### src/rtl/uart_pkg.sv
//------------------------------------------------------------------------------
// uart_pkg : shared UART types and constants (TX state encoding, default baud)
// Rev 1.0
//------------------------------------------------------------------------------
`default_nettype none

package uart_pkg;

  typedef enum logic [2:0] {
    IDLE   = 3'd0,
    FETCH  = 3'd1,
    START  = 3'd2,
    DATA   = 3'd3,
    PARITY = 3'd4,
    STOP   = 3'd5
  } uart_tx_state_t;

  // 100 MHz system clock / 115200 baud
  localparam int UART_DEFAULT_CLKS_PER_BIT = 868;

endpackage

`default_nettype wire

### src/rtl/uart_baud_gen.sv
//------------------------------------------------------------------------------
// uart_baud_gen : bit-period counter 0..CLKS_PER_BIT-1, bit_done on the last count
// Rev 1.0
//------------------------------------------------------------------------------
`default_nettype none

module uart_baud_gen
  import uart_pkg::*;
#(
  parameter int CLKS_PER_BIT = UART_DEFAULT_CLKS_PER_BIT
) (
  input  logic Clk,
  input  logic Reset,
  input  logic clear,
  output logic bit_done
);

  localparam int               CNT_W = (CLKS_PER_BIT > 1) ? $clog2(CLKS_PER_BIT) : 1;
  localparam logic [CNT_W-1:0] LAST  = CNT_W'(CLKS_PER_BIT - 1);

  logic [CNT_W-1:0] cnt;

  // Wrapping on bit_done means the owner only needs clear when entering timed states.
  always_ff @(posedge Clk) begin
    if (Reset || clear || (cnt == LAST)) begin
      cnt <= '0;
    end else begin
      cnt <= cnt + 1'b1;
    end
  end

  assign bit_done = (cnt == LAST);

endmodule

`default_nettype wire

### src/rtl/uart_tx.sv
//------------------------------------------------------------------------------
// uart_tx : FIFO-fed UART transmitter, 8N1-style framing, optional even parity
//           enabled by defining UART_TX_PARITY_EN.
// Rev 1.0
//------------------------------------------------------------------------------
`default_nettype none

module uart_tx
  import uart_pkg::*;
#(
  parameter int DATA_WIDTH   = 8,
  parameter int CLKS_PER_BIT = UART_DEFAULT_CLKS_PER_BIT,
  parameter int STOP_BITS    = 1
) (
  input  logic                  Clk,
  input  logic                  Reset,
  input  logic [DATA_WIDTH-1:0] fifo_data_in,
  input  logic                  fifo_empty,
  output logic                  fifo_rd_en,
  output logic                  tx,
  output logic                  busy
);

  localparam int               IDX_W    = (DATA_WIDTH > 1) ? $clog2(DATA_WIDTH) : 1;
  localparam logic [IDX_W-1:0] LAST_IDX = IDX_W'(DATA_WIDTH - 1);

  uart_tx_state_t        state;
  logic [DATA_WIDTH-1:0] shreg;
  logic [DATA_WIDTH-1:0] shreg_next;
  logic [IDX_W-1:0]      bit_idx;
  logic                  stop_idx;
  logic                  bit_done;
  logic                  baud_clear;
`ifdef UART_TX_PARITY_EN
  logic                  parity;
`endif

  // Counter is held at zero until the first timed state so START begins on count 0.
  assign baud_clear = (state == IDLE) || (state == FETCH);
  assign shreg_next = shreg >> 1;

  // The strobe is combinational so the FIFO's registered data is valid in FETCH;
  // gating with Reset keeps the FIFO from popping a byte the FSM would never take.
  assign fifo_rd_en = (state == IDLE) && !fifo_empty && !Reset;

  uart_baud_gen #(
    .CLKS_PER_BIT (CLKS_PER_BIT)
  ) u_baud (
    .Clk      (Clk),
    .Reset    (Reset),
    .clear    (baud_clear),
    .bit_done (bit_done)
  );

  always_ff @(posedge Clk) begin
    if (Reset) begin
      state    <= IDLE;
      tx       <= 1'b1;
      busy     <= 1'b0;
      shreg    <= '0;
      bit_idx  <= '0;
      stop_idx <= 1'b0;
`ifdef UART_TX_PARITY_EN
      parity   <= 1'b0;
`endif
    end else begin
      case (state)
        IDLE: begin
          if (!fifo_empty) begin
            state <= FETCH;
            busy  <= 1'b1;
          end
        end

        FETCH: begin
          shreg   <= fifo_data_in;
          bit_idx <= '0;
`ifdef UART_TX_PARITY_EN
          parity  <= ^fifo_data_in;
`endif
          tx      <= 1'b0;
          state   <= START;
        end

        START: begin
          if (bit_done) begin
            tx    <= shreg[0];
            state <= DATA;
          end
        end

        DATA: begin
          if (bit_done) begin
            if (bit_idx == LAST_IDX) begin
`ifdef UART_TX_PARITY_EN
              tx       <= parity;
              state    <= PARITY;
`else
              tx       <= 1'b1;
              stop_idx <= 1'b0;
              state    <= STOP;
`endif
            end else begin
              bit_idx <= bit_idx + 1'b1;
              shreg   <= shreg_next;
              tx      <= shreg_next[0];
            end
          end
        end

`ifdef UART_TX_PARITY_EN
        PARITY: begin
          if (bit_done) begin
            tx       <= 1'b1;
            stop_idx <= 1'b0;
            state    <= STOP;
          end
        end
`endif

        STOP: begin
          if (bit_done) begin
            if ((STOP_BITS == 1) || stop_idx) begin
              busy  <= 1'b0;
              state <= IDLE;
            end else begin
              stop_idx <= 1'b1;
            end
          end
        end

        default: begin
          tx    <= 1'b1;
          busy  <= 1'b0;
          state <= IDLE;
        end
      endcase
    end
  end

endmodule

`default_nettype wire

### config.mk
export PLATFORM = sky130hd
export DESIGN_NAME = uart_tx
export DESIGN_NICKNAME = d
export VERILOG_FILES = /design/src/rtl/uart_pkg.sv /design/src/rtl/uart_baud_gen.sv /design/src/rtl/uart_tx.sv
export SDC_FILE = /design/constraint.sdc
export NUM_CORES = 1
export LEC_CHECK = 0
export ABC_AREA = 1
export CAP_MARGIN = 10
export CORE_ASPECT_RATIO = 1.4
export CORE_MARGIN = 1.5
export CORE_UTILIZATION = 54
export DETAILED_ROUTE_END_ITERATION = 7
export GPL_TIMING_DRIVEN = 0
export PLACE_DENSITY = 0.77
export SYNTH_ARGS = -nofsm -noshare
export SYNTH_HDL_FRONTEND = slang
export SYNTH_SLANG_ARGS = --single-unit
### constraint.sdc
create_clock -name Clk -period 1.9 [get_ports Clk]
set_clock_uncertainty 0.1 [all_clocks]
set_input_delay 0.57 -clock Clk [delete_from_list [all_inputs] [get_ports Clk]]
set_output_delay 0.57 -clock Clk [all_outputs]
set_load 0.03 [all_outputs]
==> qor.csv <==
stage,metric,value,unit
clock_tree,htreeDepth,1,
power_and_ir_drop,total_power,1.950,mW
clock_tree,cts_tree,built,
clock_tree,cts.sinks,26,
timing,max_freq,0.4844,GHz
floorplanning,num_rows,20,
synth,syn_area,1295,um2
critical_path,crit_buf_inv,3,
critical_path,crit_arrival,1.39,ns
synth,synthMuxAreaShare,0,
clock_tree,root_buffer,clkbuf_4,
clock_tree,cts.clk_slew.worst_paths,0.14,ns
floorplanning,start_util,0.5815,
synth,synth.top_cell.area_share,0.4019,
cells_and_area,layout_commonest_cell,nand2_1,
critical_path,r2r_slack,0.21,ns
synth,synth-xor-area-share,0.01353,
synth,synth_area_per_cell,7.275,um2
route,num_vias,1173,
floorplanning,die_area,2705,um2
synth,async_reset_ff_frac,0,
route,first_pass_iters,7,
floorplanning,die_y,60.94,um
min_path,worstHoldEndpoint,shreg[4],
critical_path,critical-path-slowest-cell,dfxtp_2,
floorplanning,coreArea,2227,um2
global_route,grt_pass1_vias,1095,
critical_path,r2r-start,state[2],
critical_path,path_cells,"inv_2, nand2_4, nor2_4, inv_2, or2_4, nor2_4, buf_6",
min_path,hp-start,shreg[4],
power_and_ir_drop,vdd_drop_max,0.7205,mV
power_and_ir_drop,comb_power_share,0.458,
cells_and_area,regArea,524.3,um2
clock_tree,clockBufferDepth,2,
route,antenna_left,0,
cells_and_area,area_delta_synth_final,17.97,%
run_status,violations,negative setup slack,
cells_and_area,n_fill_cell,199,
timing,tightest_slew,0.4730,ns
synth,ys_warn_count,0,
global_route,groute.usage.overall,0.2187,
placed_design,gp_congestion,0.7951,
critical_path,r2r_cells,11,
critical_path,cp_top_family,simple AND/OR/NAND/NOR gates,
synth,post_synth_fa_ha_maj_area_fraction,0.02899,
floorplanning,ios,14,
global_route,grt_max_degree,15,
synth,seq_area_frac_synth,0.4019,
global_route,grt_pass1_wl,4471,um
synth,yosysTopAreaCell,dfxtp_1,
route,drtIter0Drc,34,
synth,yosys.area_share.simple,0.3082,
power_and_ir_drop,p_clk_frac,0.148,
timing,slew_violations,0,
power_and_ir_drop,pwr-share-seq,0.394,
run_status,outcome,"complete, but fails checks",
synth,synth_ff_type,dfxtp_1,
critical_path,critPathKind,reg -> out,
timing,setup_viol,1,
power_and_ir_drop,power_density,1277,nW/um2
timing,hold_violations,0,
timing,finalCritPeriodShare,1.087,
cells_and_area,drive_above_1_share,0.1777,
placed_design,hpwlAfterDp,1936,um
timing,hold_ws,0.3632,ns
placed_design,dpl_cell_area,1445,um2
critical_path,critPathRequiredTime,1.23,ns
power_and_ir_drop,p_sw_frac,0.4185,
clock_tree,insertion_delay,0.33,ns
synth,synth_top_family_by_area,simple AND/OR/NAND/NOR gates,
critical_path,r2r-end,bit_idx[0],
critical_path,cp-start-kind,register,
critical_path,end_kind,output port,
placed_design,io_buffers,12,
route,vias_per_cell,5.356,
cells_and_area,nets,212,
critical_path,worst-path-max-fanout,2,
synth,syn_inst,178,
timing,maxSlewHeadroom,0.6847,
cells_and_area,n_antenna_cell,0,
synth,synth_nets,192,
timing,rsz0062_at_grt,true,
power_and_ir_drop,internal-power,1.134,mW
synth,synth-seq-cells,26,
timing,fin_ws,-0.1644,ns
synth,synthTopCellsByArea,"dfxtp_1 40%, nand2_1 9.9%, nor2_1 7.2%, a21oi_1 6.2%, inv_1 5.5%",
route,drc_errors,0,
min_path,hold_path.class,reg -> reg,
global_route,grt_antenna_before_repair,0,
power_and_ir_drop,switchingPower,0.8163,mW
cells_and_area,final_area,1528,um2
synth,synth_compound_area_frac,0.1546,
power_and_ir_drop,power.leakage,0.6590,nW
flow_run,drv_cap,0,
global_route,grt_overflow_total,0,
cells_and_area,multi_input_area,679.4,um2
route,routed_wl,2582,um
synth,synth.distinct_cells,29,
route,routedWlPerCell,11.79,um
synth,synth-edff-count,0,
critical_path,slowest_delay,0.35,ns
timing,layout_min_cycle_time,2.064,ns
floorplanning,fp.dieW,44.39,um
clock_tree,numCtsBuffers,3,
cells_and_area,final_cell_mix,"33 x nand2_1, 23 x nor2_1, 23 x dfxtp_1",
timing,setup-tns-final,-0.1644,ns
min_path,min_path_cells,2,
cells_and_area,fin_util,0.6860,
clock_tree,postCtsHoldBufs,0,
==> cell usage after synthesis (all sizes together), types with 2 or more instances <==
| cell type | number |
|---|---|
| nand3b | 2 |
| dfxtp | 26 |
| nand4 | 4 |
| xnor2 | 2 |
| buf | 2 |
| a21oi | 18 |
| or2 | 2 |
| o21ai | 16 |
| nor2 | 26 |
| nand3 | 7 |
| ha | 3 |
| nand2 | 39 |
| clkbuf | 2 |
| inv | 23 |
==> stage by stage <==
step           setup WS (ns)  std cells
2_1_floorplan        0.07023        178
3_3_place_gp         -0.8161        212
3_5_place_dp         -0.8212        212
4_1_cts              -0.2142        218
5_1_grt              -0.2400        219
6_report             -0.1644        219
==> kinds of logic after synthesis <==
kind of cell / after synthesis
AO/OA/AOI/OAI: 37
XOR/XNOR: 2
buffers and inverters: 27
flip-flops: 26
adder cells (fa/ha/maj): 3
AND/OR/NAND/NOR: 83
==> worst min-delay path: stages (launching register included) <==
cell and delay, ns:
dfxtp_1 0.32, inv_1 0.06, a21oi_1 0.05
==> flip-flops by register name (all words and copies together), names as in the netlist <==
register / cells
u_baud.cnt: 10
shreg: 8
bit_idx: 3
state: 3
busy: 1
tx: 1
==> power by group through the flow <==
stage | sequential (mW) | clock (mW) | combinational, mW
after detailed placement | 0.773 | 0 | 0.844
after global routing | 0.788 | 0.313 | 1.01
after floorplan | 0.783 | 0 | 0.628
final | 0.768 | 0.289 | 0.894
after global placement | 0.767 | 0 | 0.815
after CTS | 0.760 | 0.295 | 0.872
==> cell type report <==
cell class	count	share of cell area
multi-input cells	125	0.4447
flip-flops and latches	26	0.3432
repair buffers	15	0.09173
inverters	23	0.05815
clock buffers	4	0.02375
plain buffers	4	0.02047
well taps	22	0.01802
==> worst max path at each step <==
stage	startpoint	endpoint	slack, ns	depth (start not counted)
after global placement	fifo_empty	fifo_rd_en	-0.82	4
final	state[2]	fifo_rd_en	-0.16	7
after floorplan	state[2]	fifo_rd_en	0.07	6
after CTS	state[2]	fifo_rd_en	-0.21	7
after global routing	state[2]	fifo_rd_en	-0.24	7
after detailed placement	fifo_empty	fifo_rd_en	-0.82	4
==> routing by layer <==
metal | part of all wire | vias to the layer above | track usage
li1 | - | 613 | -
met1 | 0.43 | 535 | 0.2482
met2 | 0.52 | 21 | 0.4118
met3 | 0.027 | 4 | 0.02083
met4 | 0.015 | 0 | 0.08658
met5 | 0 | - | 0
==> what timing repair did <==
action	4_1_cts	5_1_grt
endpoints found under the setup margin	3	1
setup buffers	2	1
resized for setup	16	5
pin swaps	1	1
Power figures use the tool's default switching activity.
